### src/rtl/cpu_pkg.sv
// Shared CPU-side definitions for the data-memory bridge: control-bit layout,
// access size codes, bridge FSM encoding and the default access timeout.
package cpu_pkg;

    localparam int CTL_LOAD           = 3;
    localparam int CTL_STORE          = 2;
    localparam int DM_TIMEOUT_DEFAULT = 255;

    typedef enum logic [1:0] {
        SIZE_BYTE = 2'b00,
        SIZE_HALF = 2'b01,
        SIZE_WORD = 2'b10,
        SIZE_RSVD = 2'b11
    } size_e;

    typedef enum logic [1:0] {
        ST_IDLE = 2'b00,
        ST_REQ  = 2'b01,
        ST_WAIT = 2'b10,
        ST_DONE = 2'b11
    } dm_state_e;

    // Halfwords must sit on even addresses and words on 4-byte boundaries.
    function automatic logic is_misaligned(input logic [1:0] size, input logic [1:0] off);
        return ((size == SIZE_HALF) && off[0]) || ((size == SIZE_WORD) && (off != 2'b00));
    endfunction

endpackage

### src/rtl/dm_lane_align.sv
// Combinational lane steering: byte enables and write shifting for the outgoing
// access, and byte/half extraction from the captured read word.
module dm_lane_align
    import cpu_pkg::*;
(
    input  logic [1:0]  wr_off,
    input  logic [1:0]  wr_size,
    input  logic [31:0] wr_data,
    output logic [3:0]  be,
    output logic [31:0] wdata,
    input  logic [1:0]  rd_off,
    input  logic [1:0]  rd_size,
    input  logic [31:0] rd_word,
    output logic [31:0] rd_data
);

    logic [31:0] wr_mask;
    logic [31:0] rd_mask;

    always_comb begin
        be      = 4'b1111;
        wr_mask = 32'hFFFF_FFFF;
        case (wr_size)
            SIZE_BYTE: begin
                be      = 4'b0001 << wr_off;
                wr_mask = 32'h0000_00FF;
            end
            SIZE_HALF: begin
                be      = 4'b0011 << wr_off;
                wr_mask = 32'h0000_FFFF;
            end
            default: ;
        endcase
        // Upper bits of a narrow store may be stale CPU data, so trim before shifting.
        wdata = (wr_data & wr_mask) << {wr_off, 3'b000};
    end

    always_comb begin
        rd_mask = 32'hFFFF_FFFF;
        case (rd_size)
            SIZE_BYTE: rd_mask = 32'h0000_00FF;
            SIZE_HALF: rd_mask = 32'h0000_FFFF;
            default:   ;
        endcase
        rd_data = (rd_word >> {rd_off, 3'b000}) & rd_mask;
    end

endmodule

### src/rtl/dm_bridge.sv
// Bridges the CPU MA-stage data access onto a req/gnt/rvalid memory port,
// stalling the CPU until the access completes, is rejected, or times out.
module dm_bridge #(
    parameter int TIMEOUT = cpu_pkg::DM_TIMEOUT_DEFAULT
) (
    input  logic        clk,
    input  logic        rst,
    input  logic [31:0] dm_addr,
    input  logic [31:0] dm_store,
    input  logic [3:0]  dm_ctl,
    output logic [31:0] dm_load,
    output logic        dm_ack,
    output logic        mem_req,
    output logic        mem_we,
    output logic [3:0]  mem_be,
    output logic [31:0] mem_addr,
    output logic [31:0] mem_wdata,
    input  logic        mem_gnt,
    input  logic        mem_rvalid,
    input  logic [31:0] mem_rdata,
    output logic        misalign_err,
    output logic        bus_err
);

    import cpu_pkg::*;

    dm_state_e   state;
    dm_state_e   state_next;
    logic [7:0]  tmo_cnt;
    logic [31:0] data_reg;
    logic [1:0]  off_reg;
    logic [1:0]  size_reg;
    logic        is_load;
    logic        is_store;
    logic [1:0]  req_size;
    logic        pending;
    logic        misaligned;
    logic        timeout_hit;
    logic [3:0]  lane_be;
    logic [31:0] lane_wdata;

    assign is_load     = dm_ctl[CTL_LOAD];
    assign is_store    = dm_ctl[CTL_STORE];
    assign req_size    = dm_ctl[1:0];
    assign pending     = (is_load ^ is_store) && (req_size != SIZE_RSVD);
    assign misaligned  = is_misaligned(req_size, dm_addr[1:0]);
    assign timeout_hit = (tmo_cnt == 8'(TIMEOUT - 1));
    assign mem_req     = (state == ST_REQ);

    dm_lane_align u_lane (
        .wr_off  (dm_addr[1:0]),
        .wr_size (req_size),
        .wr_data (dm_store),
        .be      (lane_be),
        .wdata   (lane_wdata),
        .rd_off  (off_reg),
        .rd_size (size_reg),
        .rd_word (data_reg),
        .rd_data (dm_load)
    );

    always_ff @(posedge clk or negedge rst) begin
        if (!rst) begin
            state <= ST_IDLE;
        end else begin
            state <= state_next;
        end
    end

    always_comb begin
        state_next = state;
        dm_ack     = 1'b0;
        case (state)
            ST_IDLE: begin
                dm_ack = !pending;
                if (pending) begin
                    state_next = misaligned ? ST_DONE : ST_REQ;
                end
            end
            ST_REQ: begin
                if (mem_gnt) begin
                    state_next = mem_we ? ST_DONE : ST_WAIT;
                end else if (timeout_hit) begin
                    state_next = ST_DONE;
                end
            end
            ST_WAIT: begin
                if (mem_rvalid || timeout_hit) begin
                    state_next = ST_DONE;
                end
            end
            ST_DONE: begin
                dm_ack     = 1'b1;
                state_next = ST_IDLE;
            end
            default: state_next = ST_IDLE;
        endcase
    end

    // Aborted and rejected accesses clear the data register so the CPU sees zero.
    always_ff @(posedge clk or negedge rst) begin
        if (!rst) begin
            mem_we       <= 1'b0;
            mem_be       <= 4'b0000;
            mem_addr     <= 32'h0;
            mem_wdata    <= 32'h0;
            data_reg     <= 32'h0;
            off_reg      <= 2'b00;
            size_reg     <= SIZE_BYTE;
            tmo_cnt      <= 8'h00;
            misalign_err <= 1'b0;
            bus_err      <= 1'b0;
        end else begin
            case (state)
                ST_IDLE: begin
                    if (pending && misaligned) begin
                        misalign_err <= 1'b1;
                        data_reg     <= 32'h0;
                    end else if (pending) begin
                        mem_we    <= is_store;
                        mem_be    <= lane_be;
                        mem_addr  <= {dm_addr[31:2], 2'b00};
                        mem_wdata <= lane_wdata;
                        off_reg   <= dm_addr[1:0];
                        size_reg  <= req_size;
                        tmo_cnt   <= 8'h00;
                    end
                end
                ST_REQ: begin
                    if (mem_gnt) begin
                        tmo_cnt <= 8'h00;
                    end else if (timeout_hit) begin
                        bus_err  <= 1'b1;
                        data_reg <= 32'h0;
                    end else begin
                        tmo_cnt <= tmo_cnt + 8'd1;
                    end
                end
                ST_WAIT: begin
                    if (mem_rvalid) begin
                        data_reg <= mem_rdata;
                    end else if (timeout_hit) begin
                        bus_err  <= 1'b1;
                        data_reg <= 32'h0;
                    end else begin
                        tmo_cnt <= tmo_cnt + 8'd1;
                    end
                end
                default: ;
            endcase
        end
    end

endmodule

### config.mk
export PLATFORM = sky130hd
export DESIGN_NAME = dm_bridge
export DESIGN_NICKNAME = d
export VERILOG_FILES = /design/src/rtl/cpu_pkg.sv /design/src/rtl/dm_lane_align.sv /design/src/rtl/dm_bridge.sv
export SDC_FILE = /design/constraint.sdc
export NUM_CORES = 1
export LEC_CHECK = 0
export BUFFER_PORTS_ARGS = -buffer_cell sky130_fd_sc_hd__buf_2
export CORE_ASPECT_RATIO = 0.5
export CORE_MARGIN = 2
export CORE_UTILIZATION = 50
export DETAILED_ROUTE_END_ITERATION = 6
export PLACE_DENSITY = 0.91
export REMOVE_ABC_BUFFERS = 1
export SLEW_MARGIN = 20
export SYNTH_ARGS = -nofsm -noshare
export SYNTH_HDL_FRONTEND = slang
export SYNTH_SLANG_ARGS = --single-unit
### constraint.sdc
create_clock -name clk -period 2.5 [get_ports clk]
set_input_delay 0.125 -clock clk [delete_from_list [all_inputs] [get_ports clk]]
set_output_delay 0.125 -clock clk [all_outputs]
set_load 0.01 [all_outputs]
==> results.cfg, run 1 <==
[run_status]
outcome = finished clean

[sta]
slew_headroom_pct = 45.8
finalHoldViolCount = 0
rsz0062_at_grt = no
period_needed_ps = 2330
setup_violations = 0
period_share_pct = 93.3
slew_violations = 0
worstMarginPinSlew_ps = 810
clock.fmax_mhz = 429
finalClockSkew_ps = 5.73

[clock_network]
cts_hold_buf = 68
htree_levels = 4
clockRootBuffer = clkbuf_16
cts.clk_slew.worst_paths_ps = 60
cts_setup_buffers = 0
clock_latency_ps = 410
cts_made_buffers = 17
clockBufferDepth = 2
cts_sinks = 115
cts_resized = 0
cts_tree = built

[power]
power_density_nw_per_um2 = 1170
p_total_mw = 9.68
ir_drop_uv = 612
p_leak_nw = 4.21

[floorplan]
core_area_um2 = 11200
die_area_um2 = 12700
row_count = 27
die_x_um = 157
start_util_pct = 52.3
io_pins = 209
dieHeight_um = 80.6

[worst_hold_path]
hold-path-cell-count = 3
whs_endpoint = mem_wdata[3]$_DFFE_PN0P_
hold_class = input pin to register
hp-start = dm_store[3]

[final_layout]
num-fill-cells = 715
final-seq-area_um2 = 2880
antenna_cells = 0
fin_nets = 937
drive_gt1_share_pct = 35.5
final_area_um2 = 8260
multi_input_area_um2 = 2730
stdcell_count = 998
final_common_cell = buf_2
area_growth_pct = 40.9
final_cell_mix = buf_2, dfrtp_1, nand2_1, dlygate4sd3_1, nor2_1

[synth]
async_flop_share_pct = 100
synth_edf_count = 0
syn-instance-count = 561
syn_avg_cell_area_um2 = 10.5
synth_cell_types = 49
synthFlopType = dfrtp_1
ys_seq_elements = 115
ys_warn_count = 0
yosysSeqAreaShare_pct = 49.1
syn_area_um2 = 5860

[place]
portBuffers = 206
place_congestion = 0.897
dp_hpwl_um = 11100
place_area_um2 = 6990
placed_cells = 898

[worst_setup_path]
crit-reg2reg-launch = state[0]$_DFFE_PN0P_
r2r-end = tmo_cnt[7]$_DFFE_PN0P_
end_kind = output pin
slowest_stage = dfrtp_1
worst-endpoint-arrival_ps = 2210
path_class = register to output pin
path_common_cell = nor2_1
rr_worst_depth = 8
cp_cell_sequence = buf_4 > mux2i_1 > nor2_1 > a21oi_1 > nor2_1 > buf_2
rrSetupSlack_ps = 400
worstPathMaxFanout = 23
cp-start-kind = register
cp_data_required_time_ps = 2380
max_stage_delay_ps = 710

[detailed_routing]
dr.pass1.iters = 5
num_vias = 5715
drt-initial-drc-count = 635
wl_per_cell_um = 18.6
final_antenna_net_count = 0
drt_wl_total_um = 18600
viasPerCell = 5.73
drc_errors = 0

[run]
max_cap_violations = 0

[global_route]
track_usage_pct = 29.6
grt_overflow = 0
grt_pass1_wl_um = 28700
antenna_found_initial = 0
first_global_vias = 5753
grt_max_degree = 55
-- cells in the mapped netlist (all sizes together) (8+ instances only) --
master  instances  share of area (%)
a211oi          8                1.0
a21oi          36                3.1
a22o           35                5.2
and2            9               0.96
buf            24                2.8
clkbuf         20                1.3
dfrtp         115                 49
mux2           33                7.6
mux2i          25                4.3
nand2          72                4.7
nor2           39                2.5
nor2b          13                1.4
o21a            9                1.2
o21ai          40                3.5
o22a            8                1.2
o31ai           8                1.0
-- power by group --
group | switching [mW] | total (mW) | internal [mW]
combinational | 2.20 | 4.01 | 1.81
clock | 0.884 | 2.40 | 1.51
sequential | 0.624 | 3.27 | 2.65
total | 3.71 | 9.68 | 5.97
-- kinds of logic (layout without fill, tap and decap cells) --
family / count (synthesis) / after routing / share of synthesized area [%]
AOI/OAI and AO/OA: 173 / 173 / 20.9
and+or+nand+nor: 154 / 154 / 11.6
DFF: 115 / 115 / 49.1
muxes: 58 / 58 / 11.9
buffers and inverters: 51 / 328 / 4.54
adders and majority gates: 7 / 7 / 1.49
xor gates and xnor gates: 2 / 2 / 0.427
other: 1 / 2 / 0.0639
-- metrics by stage --
step,hold WS [ps],setup TNS (ps),setup WS (ps),utilization (%)
floorplan,-171,-210,-16.2,-
global placement,214,0,548,62.3
detailed placement,224,0,488,62.3
CTS,5.19,0,223,73.7
global route,14.5,0,48.1,73.7
finish,7.69,0,167,73.7
-- cell type report --
cell class	instances	area share (%)
Sequential cell	115	34.8
Multi-Input combinational cell	396	33.1
Timing Repair Buffer	289	22.3
Clock buffer	19	5.48
Tap cell	159	2.41
Clock inverter	13	1.62
Inverter	7	0.318
-- worst max path at each step --
stage / depth (start not counted) / slack, ps / end / from
finish: 6 / 170 / dm_load[8] / off_reg[0]$_DFFE_PN0P_
global route: 6 / 50 / dm_load[13] / off_reg[0]$_DFFE_PN0P_
CTS: 6 / 220 / dm_load[13] / off_reg[0]$_DFFE_PN0P_
detailed placement: 6 / 490 / mem_addr[5]$_DFFE_PN0P_ / state[0]$_DFFE_PN0P_
global placement: 6 / 550 / mem_addr[9]$_DFFE_PN0P_ / state[0]$_DFFE_PN0P_
floorplan: 5 / -20 / mem_addr[10]$_DFFE_PN0P_ / state[0]$_DFFE_PN0P_
-- metal layers --
metal  wire [um]  track usage [%]  share of wire [%]  up-vias
li1            -                -                  -     2542
met1        7270             35.6                 39     2729
met2        9090             49.2                 49      352
met3        1430             7.72                7.7       92
met4         790             16.1                4.3        0
met5           0                0                  0        -
-- worst max-delay path, delay by kind of cell, from the launching register on --
family | cells | cell delay (ps)
and+or+nand+nor | 2 | 120
muxes | 1 | 250
AOI/OAI and AO/OA | 1 | 120
DFF | 1 | 710
buffers and inverters | 2 | 590
(Power assumes the default switching activity.)
==> run 2, diff against run 1 <==
- CORE_UTILIZATION: 50 -> 45
- PLACE_DENSITY: 0.91 -> 0.87
- TNS_END_PERCENT: default -> 30
- clock period: 2.5 -> 2.1 ns (I/O delays scaled with it)
==> run 2 against run 1 <==
Clock-buffer cell count rose by 2; sequential share of layout area decreased by 0.94 points; non-clock buffer count rose by 11; sequential power grew 18%; worst setup slack worse by 77 ps; clock power grew 32%; via count decreased by 1.1%; utilization shrank 6.8 points; die area up 11%; global-route usage is 2.6 points lower; first-iteration DRC count is 22% lower.
==> results.cfg, run 2 (synthesis gave the netlist of run 1 again) <==
[clock_network]
clock_latency_ps = 410
cts_sinks = 115
cts_made_buffers = 17
cts_setup_buffers = 0
htree_levels = 4
cts.clk_slew.worst_paths_ps = 60
clockBufferDepth = 2
cts_tree = built
clockRootBuffer = clkbuf_16

[detailed_routing]
final_antenna_net_count = 0
drt_wl_total_um = 18400
drt-initial-drc-count = 496
dr.pass1.iters = 5
num_vias = 5650
viasPerCell = 5.54
wl_per_cell_um = 18.1
drc_errors = 0

[place]
portBuffers = 206
place_congestion = 0.888
placed_cells = 916
dp_hpwl_um = 11500
place_ws_ps = 94.8

[power]
ir_drop_uv = 817
pwr-share-clk_pct = 26.2
p_seq_share_pct = 31.9
swShare_pct = 36.8
combPwrFrac_pct = 41.9
switchingPower_mw = 4.44
p_int_mw = 7.63
power_density_nw_per_um2 = 1420
p_leak_nw = 4.30

[sta]
period_share_pct = 95.7
period_needed_ps = 2010
finalHoldViolCount = 0
slew_violations = 0
finalClockSkew_ps = 11.0
rsz0062_at_grt = no
worstMarginPinSlew_ps = 529
worst_slack_ps = 89.6
clock.fmax_mhz = 497
slew_headroom_pct = 64.7
setup_violations = 0

[worst_setup_path]
cp_data_required_time_ps = 2380
critPathLaunch = state[1]$_DFFE_PN0P_
end_kind = register
cp-start-kind = register
worstPathMaxFanout = 32
crit-reg2reg-launch = state[1]$_DFFE_PN0P_
worst-endpoint-arrival_ps = 2290
path_class = register to register

[final_layout]
num-fill-cells = 918
area_growth_pct = 44.8
drive_gt1_share_pct = 36.3
stdcell_count = 1019
fin_nets = 948
multi_input_area_um2 = 2750
final-seq-area_um2 = 2880
final_cell_mix = buf_2, dfrtp_1, dlygate4sd3_1, nand2_1, nor2_1
final_common_cell = buf_2
antenna_cells = 0
final_util_pct = 66.8

[worst_hold_path]
hold_class = input pin to register
hp-start = dm_store[9]

[global_route]
grt_max_degree = 53
first_global_vias = 5826
antenna_found_initial = 0
grt_pass1_wl_um = 29300
grt_overflow = 0
track_usage_pct = 27.0

[floorplan]
io_pins = 209
start_util_pct = 46.2
row_count = 29
die_x_um = 165
core_area_um2 = 12700
die_area_um2 = 14000
dieHeight_um = 84.7

[run_status]
outcome = finished clean

[run]
max_cap_violations = 0
[run 2: cell type report]
type / instances / area share, %
multi-input combinational: 396 / 32.4
tap: 170 / 2.51
clock inverter: 10 / 2.12
inverter: 7 / 0.310
sequential: 115 / 33.9
timing repair buffer: 300 / 23.4
clock buffer: 21 / 5.42
[run 2: metal layers]
| layer | vias up | routed length [um] | track usage, % |
|---|---|---|---|
| li1 | 2562 | - | - |
| met1 | 2714 | 7530 | 33.4 |
| met2 | 297 | 9100 | 45.7 |
| met3 | 77 | 1170 | 5.19 |
| met4 | 0 | 647 | 13.1 |
| met5 | - | 0 | 0 |
[run 2: final timing paths]
path	end	cells after the start	slack (ps)
max	data_reg[0]$_DFFE_PN0P_	8	90
min	mem_wdata[9]$_DFFE_PN0P_	4	70
max reg2reg	data_reg[0]$_DFFE_PN0P_	8	90
min reg2reg	mem_wdata[2]$_DFFE_PN0P_	2	470
max in group asynchronous	mem_addr[16]$_DFFE_PN0P_	3	1240
min in group asynchronous	mem_wdata[23]$_DFFE_PN0P_	2	210
[run 2: repair_timing]
item | 4_1_cts | 5_1_grt
pin swaps | 0 | 0
hold buffers | 72 | 0
hold endpoints to repair | 106 | 0
resized for setup | 1 | 6
setup endpoints to repair | 1 | 47
[run 2: critical path, cell delays in order (launching register included)]
cell and delay [ps]:
dfrtp_1 410, inv_1 140, ha_2 260, inv_1 80, o211a_1 220, o21ai_1 160, nor2_2 50, buf_4 250
a22o_1 300
[run 2: stage by stage]
stage | setup TNS (ps) | total power, mW | hold WS, ps | area [um^2]
6_report | 0 | 12.1 | 70.7 | 8490
5_1_grt | 0 | 12.7 | 89.6 | 8490
4_1_cts | 0 | 11.9 | 48.6 | 8470
3_5_place_dp | 0 | 8.58 | 118 | 7110
3_3_place_gp | 0 | 8.38 | 110 | 7110
2_1_floorplan | -33110 | 6.53 | -191 | 5630
[run 2: power by group through the flow]
stage | clock [mW] | combinational, mW | sequential, mW
6_report | 3.16 | 5.06 | 3.85
5_1_grt | 3.30 | 5.47 | 3.95
4_1_cts | 3.20 | 4.92 | 3.78
3_5_place_dp | 0 | 4.78 | 3.79
3_3_place_gp | 0 | 4.62 | 3.75
2_1_floorplan | 0 | 2.44 | 4.09
==> run 3, diff against run 2 <==
- HOLD_SLACK_MARGIN: default -> 0.1
==> run 3 against run 2 <==
Die area stayed put; clock-buffer cell count did not move; fmax is 0.53% higher; clock power hardly changed; worst hold slack better by 62 ps; largest cell class unchanged.
==> results.cfg, run 3 (synthesis gave the netlist of run 1 again) <==
[run_status]
outcome = finished clean

[worst_setup_path]
worstPathMaxFanout = 32
cp-start-kind = register
cp_data_required_time_ps = 2380
path_class = register to register
worst-endpoint-arrival_ps = 2280
end_kind = register

[final_layout]
area_growth_pct = 46.1
drive_gt1_share_pct = 35.9
num-fill-cells = 896
stdcell_count = 1027
final_area_um2 = 8570
multi_input_area_um2 = 2750
fin_nets = 956
final_util_pct = 67.5
final-seq-area_um2 = 2880
final_cell_mix = buf_2, dfrtp_1, dlygate4sd3_1, nand2_1, nor2_1
antenna_cells = 0
final_common_cell = buf_2

[place]
placed_cells = 916
dp_hpwl_um = 11500
place_ws_ps = 94.8
place_area_um2 = 7110
portBuffers = 206
place_congestion = 0.888

[power]
p_total_mw = 12.1
ir_drop_uv = 801
p_leak_nw = 4.34
power_density_nw_per_um2 = 1410

[global_route]
first_global_vias = 5894
track_usage_pct = 27.5
grt_pass1_wl_um = 29800
grt_max_degree = 53
antenna_found_initial = 0
grt_overflow = 0

[detailed_routing]
dr.pass1.iters = 6
drc_errors = 0
drt_wl_total_um = 18800
num_vias = 5719
wl_per_cell_um = 18.3
final_antenna_net_count = 0
drt-initial-drc-count = 510
viasPerCell = 5.57

[sta]
clock.fmax_mhz = 500
slew_headroom_pct = 65.0
period_needed_ps = 2000
holdWs_ps = 132
setup_violations = 0
period_share_pct = 95.2
slew_violations = 0
finalClockSkew_ps = 8.97
worstMarginPinSlew_ps = 525
rsz0062_at_grt = no
worst_slack_ps = 100
finalHoldViolCount = 0
fin_tns_setup_ps = 0

[clock_network]
clock_latency_ps = 410
cts.clk_slew.worst_paths_ps = 50
cts_setup_buffers = 0
cts_tree = built
htree_levels = 4
cts_made_buffers = 17
clockBufferDepth = 2
cts_sinks = 115
clockRootBuffer = clkbuf_16

[floorplan]
die_area_um2 = 14000
io_pins = 209
die_x_um = 165
dieHeight_um = 84.7
row_count = 29
start_util_pct = 46.2
core_area_um2 = 12700

[worst_hold_path]
hold_class = input pin to register

[run]
max_cap_violations = 0
run 3: cell count changes in the layout (fill, tap and decap cells not counted):
cell,before,now
dlygate4sd3_1,72,80
run 3: final timing paths:
kind                                            from  slack, ps  depth (start not counted)                   endpoint
max in group asynchronous                        rst       1240                          3     tmo_cnt[2]$_DFFE_PN0P_
max                             state[0]$_DFFE_PN0P_        100                          8    data_reg[0]$_DFFE_PN0P_
min in group asynchronous                        rst        220                          2  mem_wdata[23]$_DFFE_PN0P_
min                                     dm_store[17]        130                          5  mem_wdata[17]$_DFFE_PN0P_
min reg2reg                mem_wdata[20]$_DFFE_PN0P_        480                          2  mem_wdata[20]$_DFFE_PN0P_
max reg2reg                     state[0]$_DFFE_PN0P_        100                          8    data_reg[0]$_DFFE_PN0P_
run 3: routing by layer:
metal,GRT usage (%),up-vias,share of wire (%)
li1,-,2576,-
met1,33.3,2788,41
met2,47.4,282,50
met3,5.83,73,5.8
met4,12.4,0,3.4
met5,0,-,0
run 3: layout make-up:
type	count	area share, %
clock buffer	21	5.37
clock inverter	10	2.10
tap	170	2.48
multi-input combinational	396	32.0
inverter	7	0.307
timing repair buffer	308	24.1
sequential	115	33.6
run 3: repair_timing:
action | CTS | global route
cloned | 0 | 0
resized for setup | 1 | 6
endpoints found under the setup margin | 1 | 42
hold buffers | 80 | 0
pin swaps | 0 | 0
endpoints found under the hold margin | 120 | 0
run 3: power by group:
group | internal, mW | leakage [nW] | switching, mW | total (mW)
combinational | 2.33 | 2.54 | 2.76 | 5.09
sequential | 3.16 | 1.49 | 0.699 | 3.86
clock | 2.15 | 0.309 | 1.01 | 3.16
total | 7.64 | 4.34 | 4.46 | 12.1
run 3: worst max-delay path, stage by stage (launching register included):
cell and delay, ps:
dfrtp_1 400, inv_1 150, ha_2 270, inv_1 80
o211a_1 220, o21ai_1 160, nor2_2 50, buf_4 250
a22o_1 300
